===== src/rtl/trap_shaper_mc.sv =====
// trap_shaper_mc: trapezoidal pulse shaper with runtime-loadable K, L and M.
// Six-stage valid-qualified pipeline, saturated output, synchronous reset.
// Optional peak detector is built when TRAP_PEAK_DETECT_EN is defined;
// otherwise peak_valid/peak_data are tied low and cfg_thr is ignored.
module trap_shaper_mc #(
    parameter int ADC_W     = 12,
    parameter int OUT_W     = 16,
    parameter int DEPTH_MAX = 64,
    parameter int M_W       = 8,
    parameter int SHIFT     = 4,
    parameter int K_DEF     = 4,
    parameter int L_DEF     = 8,
    parameter int M_DEF     = 0,
    parameter int THR_DEF   = 10
) (
    input  logic                         clk,
    input  logic                         reset,
    input  logic                         in_valid,
    input  logic [ADC_W-1:0]             in_data,
    input  logic                         cfg_we,
    input  logic [$clog2(DEPTH_MAX)-1:0] cfg_k,
    input  logic [$clog2(DEPTH_MAX)-1:0] cfg_l,
    input  logic [M_W-1:0]               cfg_m,
    input  logic signed [OUT_W-1:0]      cfg_thr,
    output logic                         cfg_err,
    output logic                         out_valid,
    output logic signed [OUT_W-1:0]      out_data,
    output logic                         out_sat,
    output logic                         peak_valid,
    output logic signed [OUT_W-1:0]      peak_data
);

    localparam int AW    = $clog2(DEPTH_MAX);
    localparam int ACC_W = ADC_W + M_W + 2 * AW + 4;

    localparam logic signed [OUT_W-1:0] OUT_MAX = {1'b0, {(OUT_W-1){1'b1}}};
    localparam logic signed [OUT_W-1:0] OUT_MIN = {1'b1, {(OUT_W-1){1'b0}}};

    // ------------------------------------------------------------------
    // Configuration
    // ------------------------------------------------------------------
    logic [AW-1:0]  k_q;
    logic [AW-1:0]  l_q;
    logic [M_W-1:0] m_q;
    logic           cfg_err_q;

    logic [AW:0]    kl_sum;
    logic           cfg_ok;
    logic           flush;
    logic           sample_in;

    // Validate a write request; an accepted write also flushes the datapath
    always_comb begin
        kl_sum    = {1'b0, cfg_k} + {1'b0, cfg_l};
        cfg_ok    = (cfg_k != '0) && (cfg_k <= cfg_l) &&
                    (kl_sum <= (AW+1)'(DEPTH_MAX - 1));
        flush     = cfg_we && cfg_ok;
        sample_in = in_valid && !flush;
    end

    // Configuration registers: defaults on reset, loaded only by a legal write
    always_ff @(posedge clk) begin
        if (reset) begin
            k_q <= AW'(K_DEF);
            l_q <= AW'(L_DEF);
            m_q <= M_W'(M_DEF);
        end else if (flush) begin
            k_q <= cfg_k;
            l_q <= cfg_l;
            m_q <= cfg_m;
        end
    end

    // Rejected-write indicator, a single-cycle pulse after the bad request
    always_ff @(posedge clk) begin
        if (reset) begin
            cfg_err_q <= 1'b0;
        end else begin
            cfg_err_q <= cfg_we && !cfg_ok;
        end
    end

    // ------------------------------------------------------------------
    // Delay line
    // ------------------------------------------------------------------
    logic [ADC_W-1:0] dline_q [DEPTH_MAX];
    logic [AW-1:0]    wptr_q;
    logic [AW-1:0]    tap_k;
    logic [AW-1:0]    tap_l;
    logic [AW-1:0]    tap_kl;

    // Tap addresses wrap naturally because the pointer is exactly AW bits
    always_comb begin
        tap_k  = wptr_q - k_q;
        tap_l  = wptr_q - l_q;
        tap_kl = wptr_q - k_q - l_q;
    end

    // Circular sample history, advanced only by accepted samples
    always_ff @(posedge clk) begin
        if (reset || flush) begin
            for (int i = 0; i < DEPTH_MAX; i++) begin
                dline_q[i] <= '0;
            end
            wptr_q <= '0;
        end else if (sample_in) begin
            dline_q[wptr_q] <= in_data;
            wptr_q          <= wptr_q + 1'b1;
        end
    end

    // ------------------------------------------------------------------
    // Pipeline stage registers
    // ------------------------------------------------------------------
    logic                    v1_q, v2_q, v3_q, v4_q, v5_q, v6_q;
    logic [ADC_W-1:0]        x0_q, xk_q, xl_q, xkl_q;
    logic signed [ACC_W-1:0] d_q, d1_q, d2_q;
    logic signed [ACC_W-1:0] p_q, md2_q, r_q, s_q;
    logic signed [OUT_W-1:0] out_data_q;
    logic                    out_sat_q;

    logic signed [ACC_W-1:0] x0_ext, xk_ext, xl_ext, xkl_ext, m_ext;
    logic signed [ACC_W-1:0] md2_d;

    // Zero-extend the unsigned samples and M into the signed accumulator width
    always_comb begin
        x0_ext  = {{(ACC_W-ADC_W){1'b0}}, x0_q};
        xk_ext  = {{(ACC_W-ADC_W){1'b0}}, xk_q};
        xl_ext  = {{(ACC_W-ADC_W){1'b0}}, xl_q};
        xkl_ext = {{(ACC_W-ADC_W){1'b0}}, xkl_q};
        m_ext   = {{(ACC_W-M_W){1'b0}}, m_q};
        md2_d   = m_ext * d2_q;
    end

    // Stage 1: capture the new sample together with its three delayed taps
    always_ff @(posedge clk) begin
        if (reset || flush) begin
            v1_q  <= 1'b0;
            x0_q  <= '0;
            xk_q  <= '0;
            xl_q  <= '0;
            xkl_q <= '0;
        end else begin
            v1_q <= sample_in;
            if (sample_in) begin
                x0_q  <= in_data;
                xk_q  <= dline_q[tap_k];
                xl_q  <= dline_q[tap_l];
                xkl_q <= dline_q[tap_kl];
            end
        end
    end

    // Stage 2: the two K-differences, current and L-delayed
    always_ff @(posedge clk) begin
        if (reset || flush) begin
            v2_q <= 1'b0;
            d_q  <= '0;
            d1_q <= '0;
        end else begin
            v2_q <= v1_q;
            if (v1_q) begin
                d_q  <= x0_ext - xk_ext;
                d1_q <= xl_ext - xkl_ext;
            end
        end
    end

    // Stage 3: combined trapezoid difference
    always_ff @(posedge clk) begin
        if (reset || flush) begin
            v3_q <= 1'b0;
            d2_q <= '0;
        end else begin
            v3_q <= v2_q;
            if (v2_q) begin
                d2_q <= d_q - d1_q;
            end
        end
    end

    // Stage 4: first accumulator plus the pole-zero product M*d2
    always_ff @(posedge clk) begin
        if (reset || flush) begin
            v4_q  <= 1'b0;
            p_q   <= '0;
            md2_q <= '0;
        end else begin
            v4_q <= v3_q;
            if (v3_q) begin
                p_q   <= p_q + d2_q;
                md2_q <= md2_d;
            end
        end
    end

    // Stage 5: deconvolved term from the freshly updated accumulator
    always_ff @(posedge clk) begin
        if (reset || flush) begin
            v5_q <= 1'b0;
            r_q  <= '0;
        end else begin
            v5_q <= v4_q;
            if (v4_q) begin
                r_q <= p_q + md2_q;
            end
        end
    end

    logic signed [ACC_W-1:0] s_d;
    logic signed [ACC_W-1:0] s_shift;
    logic [ACC_W-OUT_W:0]    s_top;
    logic                    s_fits;
    logic signed [OUT_W-1:0] out_d;
    logic                    sat_d;

    // Second accumulator, scaling shift and saturation to the output range
    always_comb begin
        s_d     = s_q + r_q;
        s_shift = s_d >>> SHIFT;
        s_top   = s_shift[ACC_W-1:OUT_W-1];
        s_fits  = (s_top == '0) || (s_top == '1);
        out_d   = s_shift[OUT_W-1:0];
        sat_d   = 1'b0;
        if (!s_fits) begin
            out_d = s_shift[ACC_W-1] ? OUT_MIN : OUT_MAX;
            sat_d = 1'b1;
        end
    end

    // Stage 6: commit the accumulator and register the saturated output
    always_ff @(posedge clk) begin
        if (reset || flush) begin
            v6_q       <= 1'b0;
            s_q        <= '0;
            out_data_q <= '0;
            out_sat_q  <= 1'b0;
        end else begin
            v6_q <= v5_q;
            if (v5_q) begin
                s_q        <= s_d;
                out_data_q <= out_d;
                out_sat_q  <= sat_d;
            end
        end
    end

    assign cfg_err   = cfg_err_q;
    assign out_valid = v6_q;
    assign out_data  = out_data_q;
    assign out_sat   = out_sat_q;

    // ------------------------------------------------------------------
    // Peak detector
    // ------------------------------------------------------------------
`ifdef TRAP_PEAK_DETECT_EN
    typedef enum logic {
        PK_IDLE,
        PK_ARMED
    } pk_state_e;

    pk_state_e               pk_state_q, pk_state_d;
    logic signed [OUT_W-1:0] thr_q;
    logic signed [OUT_W-1:0] max_q, max_d;
    logic signed [OUT_W-1:0] peak_data_q, peak_data_d;
    logic                    peak_valid_q, peak_valid_d;

    // Threshold follows the same load rules as the other configuration
    always_ff @(posedge clk) begin
        if (reset) begin
            thr_q <= OUT_W'(THR_DEF);
        end else if (flush) begin
            thr_q <= cfg_thr;
        end
    end

    // Peak state register; a flush drops any partially tracked pulse
    always_ff @(posedge clk) begin
        if (reset || flush) begin
            pk_state_q   <= PK_IDLE;
            max_q        <= '0;
            peak_valid_q <= 1'b0;
            peak_data_q  <= '0;
        end else begin
            pk_state_q   <= pk_state_d;
            max_q        <= max_d;
            peak_valid_q <= peak_valid_d;
            peak_data_q  <= peak_data_d;
        end
    end

    // Arm above threshold, track the maximum, report once it drops below
    always_comb begin
        pk_state_d   = pk_state_q;
        max_d        = max_q;
        peak_valid_d = 1'b0;
        peak_data_d  = peak_data_q;
        if (v6_q) begin
            case (pk_state_q)
                PK_IDLE: begin
                    if (out_data_q > thr_q) begin
                        pk_state_d = PK_ARMED;
                        max_d      = out_data_q;
                    end
                end
                PK_ARMED: begin
                    if (out_data_q > max_q) begin
                        max_d = out_data_q;
                    end
                    if (out_data_q < thr_q) begin
                        peak_valid_d = 1'b1;
                        peak_data_d  = max_q;
                        pk_state_d   = PK_IDLE;
                    end
                end
                default: begin
                    pk_state_d = PK_IDLE;
                end
            endcase
        end
    end

    assign peak_valid = peak_valid_q;
    assign peak_data  = peak_data_q;
`else
    logic unused_cfg_thr;
    assign unused_cfg_thr = ^cfg_thr;
    assign peak_valid     = 1'b0;
    assign peak_data      = '0;
`endif

endmodule


===== config.mk =====
export PLATFORM = sky130hd
export DESIGN_NAME = trap_shaper_mc
export DESIGN_NICKNAME = d
export VERILOG_FILES = /design/src/rtl/trap_shaper_mc.sv
export SDC_FILE = /design/constraint.sdc
export NUM_CORES = 2
export LEC_CHECK = 0
export BUFFER_PORTS_ARGS = -buffer_cell sky130_fd_sc_hd__clkbuf_2
export CAP_MARGIN = 20
export CORE_UTILIZATION = 60
export CTS_CLUSTER_SIZE = 14
export DETAILED_ROUTE_END_ITERATION = 8
export PLACE_DENSITY = 0.78
export SLEW_MARGIN = 20
export SYNTH_ARGS = -nofsm -noshare
export SYNTH_HDL_FRONTEND = slang
export SYNTH_SLANG_ARGS = --single-unit

===== constraint.sdc =====
create_clock -name clk -period 7.5 [get_ports clk]
set_input_delay 1.5 -clock clk [delete_from_list [all_inputs] [get_ports clk]]
set_output_delay 1.5 -clock clk [all_outputs]
set_load 0.02 [all_outputs]

# Word-level counts from Yosys, hierarchy flattened
# Memories as Yosys holds them, arrays and structs flattened. A register that Yosys moved wholly into a read port is not among the register bits.
# Index checks and enable logic that the tools add are counted.
[totals] reg_bits=314 ram_bits=768 input_bits=52 output_inout_bits=36 n_memories=1
[mem_list] name="dline_q" depth=64 word_bits=12 read_ports=3 rd_ports_with_merged_regs=3 write_ports=64 line_no="86" source="logic [ADC_W-1:0] dline_q [DEPTH_MAX];"
[op_classes] n_addsub=11 multipliers=1 magnitude_cmp=2 eq_ne=1 muxes=11 n_reduce_logical=12
[op_table] cell="adder 36 bit" count=3
[op_table] cell="multiplier 9 x 36 -> 36 bit" count=1
[op_table] cell="subtractor 36 bit" count=1
[op_table] cell="two-way mux 16 bit" count=2
[op_table] cell="subtractor 12 x 12 -> 13 bit" count=2
[op_table] cell="== test 21 bit, second input constant" count=1
[op_table] cell="logical NOT 21 bit" count=1
[op_table] cell="subtractor 6 bit" count=3
[op_table] cell="two-way mux 12 bit" count=1
[op_table] cell="OR reduction 12 bit" count=1
[op_table] cell="adder 6 x 6 -> 7 bit" count=1
[op_table] cell="less-or-equal comparator 7 x 6 -> 1 bit, second input constant" count=1
[op_table] cell="two-way mux 1 bit" count=7
[op_table] cell="adder 6 x 1 -> 6 bit, second input constant" count=1
[op_table] cell="less-or-equal comparator 6 bit" count=1
[op_table] cell="two-way mux 6 bit" count=1
[op_table] cell="nonzero test 6 bit" count=1
[op_table] cell="logical AND 1 bit" count=5
[op_table] cell="logical NOT 1 bit" count=2
[op_table] cell="logical OR 1 bit" count=2

# Depth between registers and ports, before layout
[logic_depth] word_depth=11 depth_mapped=21 depth_no_buf=20

# Least setup slack after synthesis
# OpenSTA, ideal clock, no wires.
[synth_timing] path_type="register to register" start="reg m_q[0]" end="reg md2_q[35]" setup_ns=0.114 t_arrival_ns=5.633 setup_slack_ns=1.753 stages_incl_launch_ff=22 path_buffers=2 period_less_slack_ns=5.747 path_cell_list="dfxtp_1 clkbuf_1 buf_1 nand2_1 fa_1 inv_1 fa_1 fa_1 inv_1 fa_1 inv_1 ha_1 and4_1 a21o_1 nor2_1 o221a_2 o311ai_0 o41ai_1 o211ai_1 a221oi_1 nor3_1 a2111oi_0"
[synth_between] elab_chain_len=1
[synth_rtl] element="start, declared" line_no="44" source="logic [M_W-1:0] m_q;"
[synth_rtl] element="start signal, assigned" line_no="66" source="m_q <= M_W'(M_DEF);"
[synth_rtl] element="start signal, assigned" line_no="70" source="m_q <= cfg_m;"
[synth_rtl] element="multiplier 9 x 36 -> 36 bit" line_no="132" source="md2_d = m_ext * d2_q;"
[synth_rtl] element="end signal, assigned" line_no="192" source="md2_q <= md2_d;"
[synth_rtl] element="end, declared" line_no="118" source="logic signed [ACC_W-1:0] p_q, md2_q, r_q, s_q;"
# Every way passes these cells.
# A chain may end at the register's enable or synchronous reset.

# Worst setup path after layout
# Ends and elaborated chain as after synthesis.

==> flow_summary_export.csv <==
group,metric,value,unit
run_status,status,"finished with violations",
run_status,violations,"design-rule violations",
sta,fin_crit,6.88,ns
clocking,post-cts-setup-buffer-count,0,
routing,first_pass_iters,9,
clocking,htree_levels,3,
sta,finalClockSkew,0.0854,ns
power_and_ir_drop,cellLeakagePower,0.0314,uW
clocking,clock_latency,0.79,ns
synth,ys.flop_type,"edfxtp_1",
critical_path,path_cells,"buf_4 -> nand2_1 -> fa_1 -> inv_1 -> fa_1 -> fa_1 -> inv_1 -> fa_1 -> inv_1 -> ha_1 -> a21o_1 -> a21o_1 -> or2_2 -> nand2_1 -> o311ai_0 -> o41ai_1 -> o211ai_1 -> a221oi_1 -> nor3_1 -> a2111oi_0",
placement,dp_hpwl,150000,um
synth,synth-seq-cells,1072,
routing,dr_wl_met2,106000,um
power_and_ir_drop,p_clk_share,30.8,%
routing,routed_wl,223000,um
synth,synth-edff-count,768,
routing,dr_wl_met3,25600,um
critical_path,slowest_delay,0.77,ns
finish,nets,6690,
critical_path,cp_max_fo,19,
clocking,cts_resized,0,
critical_path,crit_type,"reg2reg",
routing,antenna_left,0,
critical_path,cp_num_buf_inv,4,
routing,vias,54000,
sta,hold_violations,0,
sta,holdWs,0.465,ns
power_and_ir_drop,switching_share,34.7,%
floorplanning,die_h,356,um
routing,viasPerCell,6.80,
routing,drt-met1-wl,73300,um
synth,yosys.area.top_type_share,30.8,%
placement,gp_congestion,0.963,
critical_path,start_kind,"flop",
routing,post_drt_wl_per_cell,28.0,um
synth,yosysWarnings,0,
sta,rsz0062_at_grt,"false",
routing,drc,4,
clocking,cts_tree,"yes",
finish,syn2layout_area_growth,7.92,%
power_and_ir_drop,pwr-share-seq,36.6,%
finish,layout-drive-gt1-share,18.5,%
routing,drt_iter0_drc,6648,
routing,top_layer_used,"met5",
power_and_ir_drop,p_switching,6690,uW
critical_path,crit_path_top_delay_cell,"dfxtp_1",
floorplanning,core-area,0.124,mm^2
synth,syn_area,0.0750,mm^2
critical_path,cp_top_family,"compound AO/OA/AOI/OAI gates",
power_and_ir_drop,powerDensity,238,mW/mm^2
sta,slew_viol_final,0,
critical_path,r2r_slack,0.62,ns
floorplanning,die_x,356,um
critical_path,cp.required,8.08,ns
synth,synthCells,6381,
synth,yosysSeqAreaShare,38.9,%
floorplanning,io_pins,88,
floorplanning,start_util,60.6,%
global_route,grt_pass1_vias,53600,
synth,synth_top_cell_by_area,"edfxtp_1",
synth,synth_cell_types,99,
placement,dpl_worst_slack,0.753,ns
synth,avgSynthCellArea,11.8,um^2
sta,period_share,91.7,%
global_route,grt_max_degree,162,
power_and_ir_drop,ir_worst_vdd,0.277,mV
global_route,grt.overflow.total,0,
finish,instances_no_fill,7948,
sta,fin_ws,0.622,ns
sta,fmax,0.145,GHz
sta,fin_tns_setup,0,ns
clocking,clk_pin_slew,0.06,ns
run,max_cap_viol_count,0,
critical_path,r2r_cells,20,
clocking,cts_buffers,114,
clocking,cts_root_buffer,"clkbuf_16",
critical_path,arrival,7.46,ns
placement,portBuffers,54,
sta,setup_viol,0,
min_path,holdPathStages,1,
power_and_ir_drop,power_frac_comb,32.5,%
global_route,grt_pass1_wl,331000,um
floorplanning,fp-row-count,129,
placement,place_inst,7718,
critical_path,cp-end-kind,"flop",
min_path,whs_endpoint,"out_data[15]$_SDFFE_PP0P_",
critical_path,cpMostUsedCell,"fa_1",
global_route,track_usage,35.2,%
critical_path,r2r_start,"m_q[0]$_SDFFE_PP0P_",
clocking,clockBufferDepth,3,
global_route,antenna_found_initial,22,
clocking,cts.sinks,1072,
min_path,min_from,"out_data[15]$_SDFFE_PP0P_",
synth,synth.area.top_cells,"edfxtp_1 (31%), mux4_2 (19%), dfxtp_1 (8.1%), and2_1 (7.5%), fa_1 (5.3%)",
critical_path,r2r-end,"md2_q[35]$_SDFFE_PP0P_",
sta,tightest_slew,1.28,ns
finish,finish.utilization,65.4,%
clocking,ctsHoldBuffers,0,
floorplanning,die_area,0.126,mm^2
power_and_ir_drop,internal_power,12600,uW
synth,async_flop_share,0,%
min_path,hold_class,"reg2reg",
sta,relSlewSlack,14.5,%
[final cells by class]
class,count,area (um^2)
fill,8921,42900
multi-input combinational,4403,42600
sequential,1072,29200
clock buffer,144,3130
tap,1637,2050
timing repair buffer,227,1780
inverter,380,1430
clock inverter,74,790
antenna,11,27.5
[layer usage]
layer | GRT usage [%] | up-vias
li1 | - | 23000
met1 | 41.5 | 26600
met2 | 56.6 | 3575
met3 | 8.92 | 895
met4 | 24.6 | 20
met5 | 0 | -
[placed cells by master (no fill, tap or decap), types with 23 or more instances in the layout]
master	instances
o21ai_0	154
xnor2_1	86
inv_1	380
fa_1	197
nand2b_1	35
clkinv_2	23
nor3_1	56
clkbuf_2	54
ha_1	237
and2_1	902
a21o_1	61
edfxtp_1	768
a21boi_0	24
nand4_1	23
dfxtp_1	301
nor2_1	358
o21a_1	26
nor2b_1	115
xor2_1	48
nand2_1	273
nand3_1	84
o21ai_1	49
mux2i_1	256
mux4_2	648
a21oi_1	250
a211oi_1	154
clkbuf_16	115
buf_4	156
o21bai_1	25
[Yosys cell counts (all sizes together) (20+ instances only)]
| library cell | instances |
|---|---|
| a211oi | 157 |
| a21boi | 24 |
| a21o | 62 |
| a21oi | 263 |
| and2 | 904 |
| and3 | 20 |
| buf | 125 |
| clkbuf | 416 |
| dfxtp | 304 |
| edfxtp | 768 |
| fa | 200 |
| ha | 240 |
| inv | 380 |
| mux2i | 256 |
| mux4 | 648 |
| nand2 | 274 |
| nand2b | 35 |
| nand3 | 85 |
| nand4 | 24 |
| nor2 | 366 |
| nor2b | 115 |
| nor3 | 58 |
| o211ai | 22 |
| o21a | 26 |
| o21ai | 213 |
| o21bai | 25 |
| or3 | 21 |
| xnor2 | 89 |
| xor2 | 55 |
[logic make-up after synthesis]
kind of cell,synth area share [%]
AO/OA/AOI/OAI,8.11
XOR/XNOR,1.68
adder cells (fa/ha/maj),9.34
buffers and inverters,4.86
flip-flops,38.9
multiplexers,22.9
other,0.00500
AND/OR/NAND/NOR,14.2
[worst max-delay path by stage]
stage	startpoint	to	slack (ns)	cells after the start
floorplan	m_q[0]$_SDFFE_PP0P_	md2_q[35]$_SDFFE_PP0P_	1.75	21
global placement	m_q[0]$_SDFFE_PP0P_	md2_q[35]$_SDFFE_PP0P_	0.90	20
detailed placement	m_q[0]$_SDFFE_PP0P_	md2_q[35]$_SDFFE_PP0P_	0.75	20
CTS	m_q[0]$_SDFFE_PP0P_	md2_q[35]$_SDFFE_PP0P_	0.69	20
global route	m_q[0]$_SDFFE_PP0P_	md2_q[35]$_SDFFE_PP0P_	0.28	20
finish	m_q[0]$_SDFFE_PP0P_	md2_q[35]$_SDFFE_PP0P_	0.62	20
[flip-flops by register name, indices dropped and copies added, names as in the netlist, 16 cells and up]
name / count
p_q: 36
out_data: 16
s_q: 36
dline_q: 768
d2_q: 36
md2_q: 36
r_q: 36
[metrics by stage]
step	area [um^2]	power, uW
6_report	80900	19300
5_1_grt	80900	19600
4_1_cts	80900	19000
3_5_place_dp	76900	13100
3_3_place_gp	76900	12900
2_1_floorplan	75000	10900
[power by group through the flow]
stage	Combinational [uW]	Sequential (uW)	Clock (uW)
global placement	5830	7110	0
global route	6370	7090	6170
detailed placement	5930	7160	0
CTS	5970	7040	5940
floorplan	3870	7030	0
finish	6260	7050	5940
Power figures use the tool's default switching activity.
